## config.mk

```make
export PLATFORM = sky130hd
export DESIGN_NAME = instr_decode_stage_flat
export DESIGN_NICKNAME = d
export VERILOG_FILES = /design/src/rtl/instr_decode_stage_if.sv /design/src/rtl/instr_decode_stage.sv /design/src/flat_wrapper.sv
export SDC_FILE = /design/constraint.sdc
export NUM_CORES = 1
export LEC_CHECK = 0
export BUFFER_PORTS_ARGS = -buffer_cell sky130_fd_sc_hd__buf_4
export CAP_MARGIN = 15
export CORE_ASPECT_RATIO = 1.5
export CORE_UTILIZATION = 32
export DETAILED_ROUTE_END_ITERATION = 10
export GPL_TIMING_DRIVEN = 0
export HOLD_SLACK_MARGIN = 0.03
export PLACE_DENSITY = 0.57
export SETUP_SLACK_MARGIN = 0.02
export SYNTH_ARGS = -nofsm -noshare
export SYNTH_HDL_FRONTEND = slang
export SYNTH_SLANG_ARGS = --single-unit
```

## constraint.sdc

```tcl
create_clock -name clk -period 1.6 [get_ports clk]
set_input_delay 0.32 -clock clk [delete_from_list [all_inputs] [get_ports clk]]
set_output_delay 0.32 -clock clk [all_outputs]
set_load 0.02 [all_outputs]
```

## src/rtl/instr_decode_stage_if.sv

```systemverilog
// Fetch-to-execute decode bus: instruction side (in_*) and decoded-bundle side (out_*).
// The stage uses the slave modport; the environment driving it uses master.
interface instr_decode_stage_if #(
    parameter int XLEN = 32
);
    logic            in_valid;
    logic            in_ready;
    logic [31:0]     in_instr;
    logic [XLEN-1:0] in_pc;

    logic            out_valid;
    logic            out_ready;
    logic [XLEN-1:0] out_pc;
    logic [5:0]      out_type;
    logic [4:0]      out_rd;
    logic [4:0]      out_rs1;
    logic [4:0]      out_rs2;
    logic [2:0]      out_funct3;
    logic [6:0]      out_funct7;
    logic [XLEN-1:0] out_imm;

    modport master (
        output in_valid, in_instr, in_pc, out_ready,
        input  in_ready, out_valid, out_pc, out_type, out_rd, out_rs1, out_rs2,
               out_funct3, out_funct7, out_imm
    );

    modport slave (
        input  in_valid, in_instr, in_pc, out_ready,
        output in_ready, out_valid, out_pc, out_type, out_rd, out_rs1, out_rs2,
               out_funct3, out_funct7, out_imm
    );
endinterface

```

## src/rtl/instr_decode_stage.sv

```systemverilog
// Registered decode stage with a 2-entry (output + skid) buffer and flush.
// Optional macro DECODE_ILLEGAL_EN adds out_illegal and a saturating illegal_cnt.
module instr_decode_stage #(
    parameter int XLEN  = 32,
    parameter int CNT_W = 16
) (
    input  logic                  clk,
    input  logic                  rst,
    input  logic                  flush,
    instr_decode_stage_if.slave   bus
`ifdef DECODE_ILLEGAL_EN
    ,
    output logic                  out_illegal,
    output logic [CNT_W-1:0]      illegal_cnt
`endif
);

    localparam logic [6:0] OP_R      = 7'b0110011;
    localparam logic [6:0] OP_IMM    = 7'b0010011;
    localparam logic [6:0] OP_LOAD   = 7'b0000011;
    localparam logic [6:0] OP_JALR   = 7'b1100111;
    localparam logic [6:0] OP_STORE  = 7'b0100011;
    localparam logic [6:0] OP_BRANCH = 7'b1100011;
    localparam logic [6:0] OP_LUI    = 7'b0110111;
    localparam logic [6:0] OP_AUIPC  = 7'b0010111;
    localparam logic [6:0] OP_JAL    = 7'b1101111;

    localparam logic [5:0] TYPE_R = 6'b000001;
    localparam logic [5:0] TYPE_I = 6'b000010;
    localparam logic [5:0] TYPE_S = 6'b000100;
    localparam logic [5:0] TYPE_B = 6'b001000;
    localparam logic [5:0] TYPE_U = 6'b010000;
    localparam logic [5:0] TYPE_J = 6'b100000;

    typedef struct packed {
        logic [XLEN-1:0] pc;
        logic [5:0]      typ;
        logic [4:0]      rd;
        logic [4:0]      rs1;
        logic [4:0]      rs2;
        logic [2:0]      funct3;
        logic [6:0]      funct7;
        logic [XLEN-1:0] imm;
    } bundle_t;

    bundle_t     dec;
    logic [31:0] imm32;
    logic [31:0] instr;

    bundle_t out_q, out_d;
    bundle_t skid_q, skid_d;
    logic    out_valid_q, out_valid_d;
    logic    skid_valid_q, skid_valid_d;
    logic    in_ready;
    logic    in_hs;

    assign instr = bus.in_instr;

    always_comb begin
        imm32      = 32'd0;
        dec        = '0;
        dec.pc     = bus.in_pc;
        dec.rd     = instr[11:7];
        dec.rs1    = instr[19:15];
        dec.rs2    = instr[24:20];
        dec.funct3 = instr[14:12];
        dec.funct7 = instr[31:25];
        case (instr[6:0])
            OP_R: dec.typ = TYPE_R;
            OP_IMM, OP_LOAD, OP_JALR: begin
                dec.typ = TYPE_I;
                imm32   = {{20{instr[31]}}, instr[31:20]};
            end
            OP_STORE: begin
                dec.typ = TYPE_S;
                imm32   = {{20{instr[31]}}, instr[31:25], instr[11:7]};
            end
            OP_BRANCH: begin
                dec.typ = TYPE_B;
                imm32   = {{19{instr[31]}}, instr[31], instr[7], instr[30:25],
                           instr[11:8], 1'b0};
            end
            OP_LUI, OP_AUIPC: begin
                dec.typ = TYPE_U;
                imm32   = {instr[31:12], 12'd0};
            end
            OP_JAL: begin
                dec.typ = TYPE_J;
                imm32   = {{11{instr[31]}}, instr[31], instr[19:12], instr[20],
                           instr[30:21], 1'b0};
            end
            default: dec.typ = 6'd0;
        endcase
        dec.imm = XLEN'($signed(imm32));
    end

    // in_ready depends only on registered state, so out_ready never reaches it combinationally.
    assign in_ready = !skid_valid_q;
    assign in_hs    = bus.in_valid && in_ready;

    always_comb begin
        out_valid_d  = out_valid_q;
        skid_valid_d = skid_valid_q;
        out_d        = out_q;
        skid_d       = skid_q;
        if (flush) begin
            out_valid_d  = 1'b0;
            skid_valid_d = 1'b0;
        end else if (!out_valid_q || bus.out_ready) begin
            // Output register is free this cycle; the older skid entry always goes first.
            if (skid_valid_q) begin
                out_d        = skid_q;
                out_valid_d  = 1'b1;
                skid_valid_d = 1'b0;
            end else if (in_hs) begin
                out_d       = dec;
                out_valid_d = 1'b1;
            end else begin
                out_valid_d = 1'b0;
            end
        end else if (in_hs) begin
            skid_d       = dec;
            skid_valid_d = 1'b1;
        end
    end

    always_ff @(posedge clk) begin
        if (rst) begin
            out_valid_q  <= 1'b0;
            skid_valid_q <= 1'b0;
            out_q        <= '0;
            skid_q       <= '0;
        end else begin
            out_valid_q  <= out_valid_d;
            skid_valid_q <= skid_valid_d;
            out_q        <= out_d;
            skid_q       <= skid_d;
        end
    end

    assign bus.in_ready   = in_ready;
    assign bus.out_valid  = out_valid_q;
    assign bus.out_pc     = out_q.pc;
    assign bus.out_type   = out_q.typ;
    assign bus.out_rd     = out_q.rd;
    assign bus.out_rs1    = out_q.rs1;
    assign bus.out_rs2    = out_q.rs2;
    assign bus.out_funct3 = out_q.funct3;
    assign bus.out_funct7 = out_q.funct7;
    assign bus.out_imm    = out_q.imm;

`ifdef DECODE_ILLEGAL_EN
    logic [CNT_W-1:0] illegal_cnt_q, illegal_cnt_d;

    // Survives flush on purpose: only reset clears the count.
    always_comb begin
        illegal_cnt_d = illegal_cnt_q;
        if (!flush && in_hs && (dec.typ == 6'd0) && (illegal_cnt_q != {CNT_W{1'b1}}))
            illegal_cnt_d = illegal_cnt_q + 1'b1;
    end

    always_ff @(posedge clk) begin
        if (rst) illegal_cnt_q <= '0;
        else     illegal_cnt_q <= illegal_cnt_d;
    end

    assign out_illegal = out_valid_q && (out_q.typ == 6'd0);
    assign illegal_cnt = illegal_cnt_q;
`endif

endmodule

```

## src/flat_wrapper.sv

```systemverilog
// flat-port wrapper written by rule: the top's interface ports become plain ports
module instr_decode_stage_flat 
#(
    parameter int XLEN  = 32,
    parameter int CNT_W = 16
)
  (clk, rst, flush, bus_in_valid, bus_in_instr, bus_in_pc, bus_out_ready, bus_in_ready, bus_out_valid, bus_out_pc, bus_out_type, bus_out_rd, bus_out_rs1, bus_out_rs2, bus_out_funct3, bus_out_funct7, bus_out_imm);
  instr_decode_stage_if #(.XLEN(XLEN)) bus_i ();
  input  logic clk;
  input  logic rst;
  input  logic flush;
  input wire logic [$bits(bus_i.in_valid)-1:0] bus_in_valid;
  input wire logic [$bits(bus_i.in_instr)-1:0] bus_in_instr;
  input wire logic [$bits(bus_i.in_pc)-1:0] bus_in_pc;
  input wire logic [$bits(bus_i.out_ready)-1:0] bus_out_ready;
  output wire logic [$bits(bus_i.in_ready)-1:0] bus_in_ready;
  output wire logic [$bits(bus_i.out_valid)-1:0] bus_out_valid;
  output wire logic [$bits(bus_i.out_pc)-1:0] bus_out_pc;
  output wire logic [$bits(bus_i.out_type)-1:0] bus_out_type;
  output wire logic [$bits(bus_i.out_rd)-1:0] bus_out_rd;
  output wire logic [$bits(bus_i.out_rs1)-1:0] bus_out_rs1;
  output wire logic [$bits(bus_i.out_rs2)-1:0] bus_out_rs2;
  output wire logic [$bits(bus_i.out_funct3)-1:0] bus_out_funct3;
  output wire logic [$bits(bus_i.out_funct7)-1:0] bus_out_funct7;
  output wire logic [$bits(bus_i.out_imm)-1:0] bus_out_imm;
  assign bus_i.in_valid = bus_in_valid;
  assign bus_i.in_instr = bus_in_instr;
  assign bus_i.in_pc = bus_in_pc;
  assign bus_i.out_ready = bus_out_ready;
  assign bus_in_ready = bus_i.in_ready;
  assign bus_out_valid = bus_i.out_valid;
  assign bus_out_pc = bus_i.out_pc;
  assign bus_out_type = bus_i.out_type;
  assign bus_out_rd = bus_i.out_rd;
  assign bus_out_rs1 = bus_i.out_rs1;
  assign bus_out_rs2 = bus_i.out_rs2;
  assign bus_out_funct3 = bus_i.out_funct3;
  assign bus_out_funct7 = bus_i.out_funct7;
  assign bus_out_imm = bus_i.out_imm;
  instr_decode_stage #(.XLEN(XLEN), .CNT_W(CNT_W)) u_core (.clk(clk), .rst(rst), .flush(flush), .bus(bus_i));
endmodule
```

==> flow_metrics.tcl <==
set metrics [dict create \
    r2r-start "u_core.bus.out_valid" \
    pre_cts_slack_ns -0.570 \
    hold_path_class "input port to register" \
    grt_util_all_layers_pct 21.9 \
    seq_area_frac_synth_pct 47.5 \
    drc 0 \
    crit_chain "nor2b_4, or3_4, buf_12, buf_12, a211oi_4, nor3_1" \
    hold_violations 0 \
    numClockSinks 192 \
    fmax_mhz 612 \
    die_area_sq_um 26000 \
    grt_pass1_wl_um 43100 \
    num_vias 7576 \
    hold_end "u_core.skid_q[80]" \
    ys.flop_type "dfxtp_1" \
    cts_tree "built" \
    cts.clk_slew.worst_paths_ns 0.08 \
    status "finished, violations left" \
    ys_warn_count 0 \
    fin_util_pct 45.7 \
    drive_above_1_share_pct 33.2 \
    cts-root-buf "clkbuf_16" \
    routed_wl_um 28000 \
    syn-instance-count 925 \
    syn_area_sq_um 8100 \
    start_util_pct 32.9 \
    drtAntennaViolNets 0 \
    area_growth_syn_to_layout_pct 39.0 \
    clk_path_buf_depth 2 \
    crit_path_top_delay_cell "or3_4" \
    async_reset_ff_share_pct 0 \
    synth_seq_cells 192 \
    worstPathArrival_ns 1.93 \
    antenna_found_initial 0 \
    dr.pass1.iters 5 \
    wire_per_inst_um 19.2 \
    gr-usage-met3_pct 4.14 \
    grt_pass1_vias 7453 \
    rows 70 \
    io_buffers 161 \
    fin_nets 1194 \
    cp_max_fo 9 \
    grtUsageMet2_pct 39.0 \
    cpMostUsedCell "buf_12" \
    viasPerCell 5.18 \
    diodes 0 \
    hpwlAfterDp_um 20600 \
    reg2reg_to "u_core.bus.out_funct3[2]" \
    worst_slack_ns -0.0331 \
    grt_max_degree 19 \
    critical_path_class "register to register" \
    dieWidth_um 132 \
    clock_skew_ns 0.00735 \
    die_h_um 197 \
    pin_count 166 \
    finalSetupViolCount 11 \
    maxCapViolCount 0 \
    first_iter_violations 413 \
    start_kind "register" \
    rsz0062_at_grt "true" \
    grt_remaining_overflow 0 \
    synth_nets 994 \
    cp-end-kind "register" \
    min_path_cells 3 \
    routabilityCongestion 0.895 \
    critPathRequiredTime_ns 1.90 \
    timing.hold.ws_ns 0.120 \
    numCtsBuffers 17 \
    core_sq_um 24600 \
    max-slew-margin-rel_pct 51.5 \
    hold_buffers 0 \
    rrSetupSlack_ns -0.03 \
    fin_crit_sh_pct 102 \
    slew_viol_final 0 \
    violations "negative setup slack" \
    leakagePower_nw 4.01 \
    cpPeakStageDelay_ns 0.42 \
    busiest_layer "met2" \
    ir_worst_vdd_mv 0.672 \
    synth_edf_count 0 \
    grtUsageMet1_pct 24.4 \
    insertion_delay_ns 0.45 \
    power_density_nw_per_um2 958 \
    min_from "bus_in_pc[17]" \
    h-tree-depth 4 \
    period_needed_ns 1.63 \
    worst_pin_slew_ns 0.727 \
    avgSynthCellArea_sq_um 8.75 \
    power_mw 10.8 \
    r2r_cells 6 \
    yosysUniqueCellTypes 44 \
]
==> stage by stage <==
step / instance area, sq um / instances / setup TNS [ns]
floorplan: 8110 / 925 / 0
global placement: 9730 / 1410 / -76.02
detailed placement: 9730 / 1410 / -81.27
CTS: 11000 / 1459 / -1.94
global route: 11300 / 1462 / -1.58
finish: 11300 / 1462 / -0.206
==> routing by layer <==
metal  part of all wire (%)  wire length (um)
met4                    4.6              1300
met5                      0                 0
met3                    4.9              1380
met1                     39             11000
met2                     51             14400
==> worst max-delay path by stage <==
stage / from / end / slack, ns / depth (start not counted)
after global placement: flush / u_core.bus.out_imm[29] / -0.57 / 5
after floorplan: u_core.bus.out_valid / u_core.bus.out_funct3[2] / 0.04 / 6
final: u_core.bus.out_valid / u_core.bus.out_funct3[2] / -0.03 / 6
after detailed placement: flush / u_core.bus.out_pc[7] / -0.57 / 5
after CTS: u_core.skid_valid_q / u_core.skid_q[16] / -0.06 / 6
after global routing: u_core.bus.out_valid / u_core.bus.out_rs1[4] / -0.06 / 6
==> registers in the layout, indices dropped and copies added, names as in the netlist <==
signal	count
u_core.bus.out_funct3	3
u_core.bus.out_funct7	7
u_core.bus.out_imm	32
u_core.bus.out_pc	32
u_core.bus.out_rd	5
u_core.bus.out_rs1	5
u_core.bus.out_rs2	5
u_core.bus.out_type	6
u_core.bus.out_valid	1
u_core.skid_q	95
u_core.skid_valid_q	1
==> synthesized netlist by cell type, types with 11 or more instances <==
| library cell | instances | share of area, % |
|---|---|---|
| dfxtp_1 | 192 | 47 |
| nand2_1 | 161 | 7.5 |
| nor2_1 | 110 | 5.1 |
| a211oi_1 | 86 | 8.0 |
| a21oi_1 | 80 | 4.9 |
| clkbuf_1 | 55 | 2.5 |
| mux2i_1 | 49 | 6.1 |
| buf_2 | 22 | 1.4 |
| nor3_1 | 18 | 1.1 |
| nand3_1 | 17 | 1.1 |
| nand2b_1 | 13 | 1.0 |
| o21ai_0 | 12 | 0.74 |
| a211oi_2 | 11 | 1.7 |
==> worst max-delay path, delay by kind of cell (launching register included) <==
kind	cells	cell delay, ns
AND/OR/NAND/NOR	3	0.63
flip-flops	1	0.35
buffers and inverters	2	0.33
AO/OA/AOI/OAI	1	0.18
==> cell usage in the layout (no fill, tap or decap), drive strengths merged <==
cell type  count
nor2         110
or3            5
o211ai         7
nor4           4
nand4          2
o211a          2
o21ai         12
o21bai         1
a221oi        20
nand3b         5
a311oi         2
mux2i         49
nand2b        14
dfxtp        192
clkinvlp       3
clkbuf        66
a32oi          5
nand2        161
o32ai          2
buf          217
o31ai          8
bufinv         1
mux2           1
nor3          20
clkinv         4
nand3         17
nand4b         5
a211oi        97
o22ai          3
or3b           1
a21oi         81
inv           10
nor2b         10
nand4bb        1
==> cell type report <==
cell class              instances  area [sq um]
fillers                      2423         13400
multi-input cells             645          4220
flip-flops and latches        192          3850
repair buffers                182          1510
plain buffers                  84           682
clock buffers                  17           425
well taps                     324           405
clock inverters                15           151
inverters                       3          13.8
==> repair_timing <==
item                       4_1_cts  5_1_grt
gates resized for setup        142       68
setup endpoints to repair      192      179
cloned                           5        1
buffers inserted                12        3
pin swaps                       24       10
==> where the power goes <==
group          total [mW]  leakage (nW)  switching (mW)  internal, mW
Combinational        1.50          2.17           0.863         0.633
Sequential           5.05          1.56           0.104          4.95
Clock                4.24         0.274            2.04          2.19
==> kinds of logic after synthesis <==
family / after synthesis / share of synthesized area, %
simple gates: 355 / 19.5
flops: 192 / 47.5
buf+inv: 88 / 5.02
mux: 50 / 6.20
compound gates: 240 / 21.9
Power figures use the tool's default switching activity.
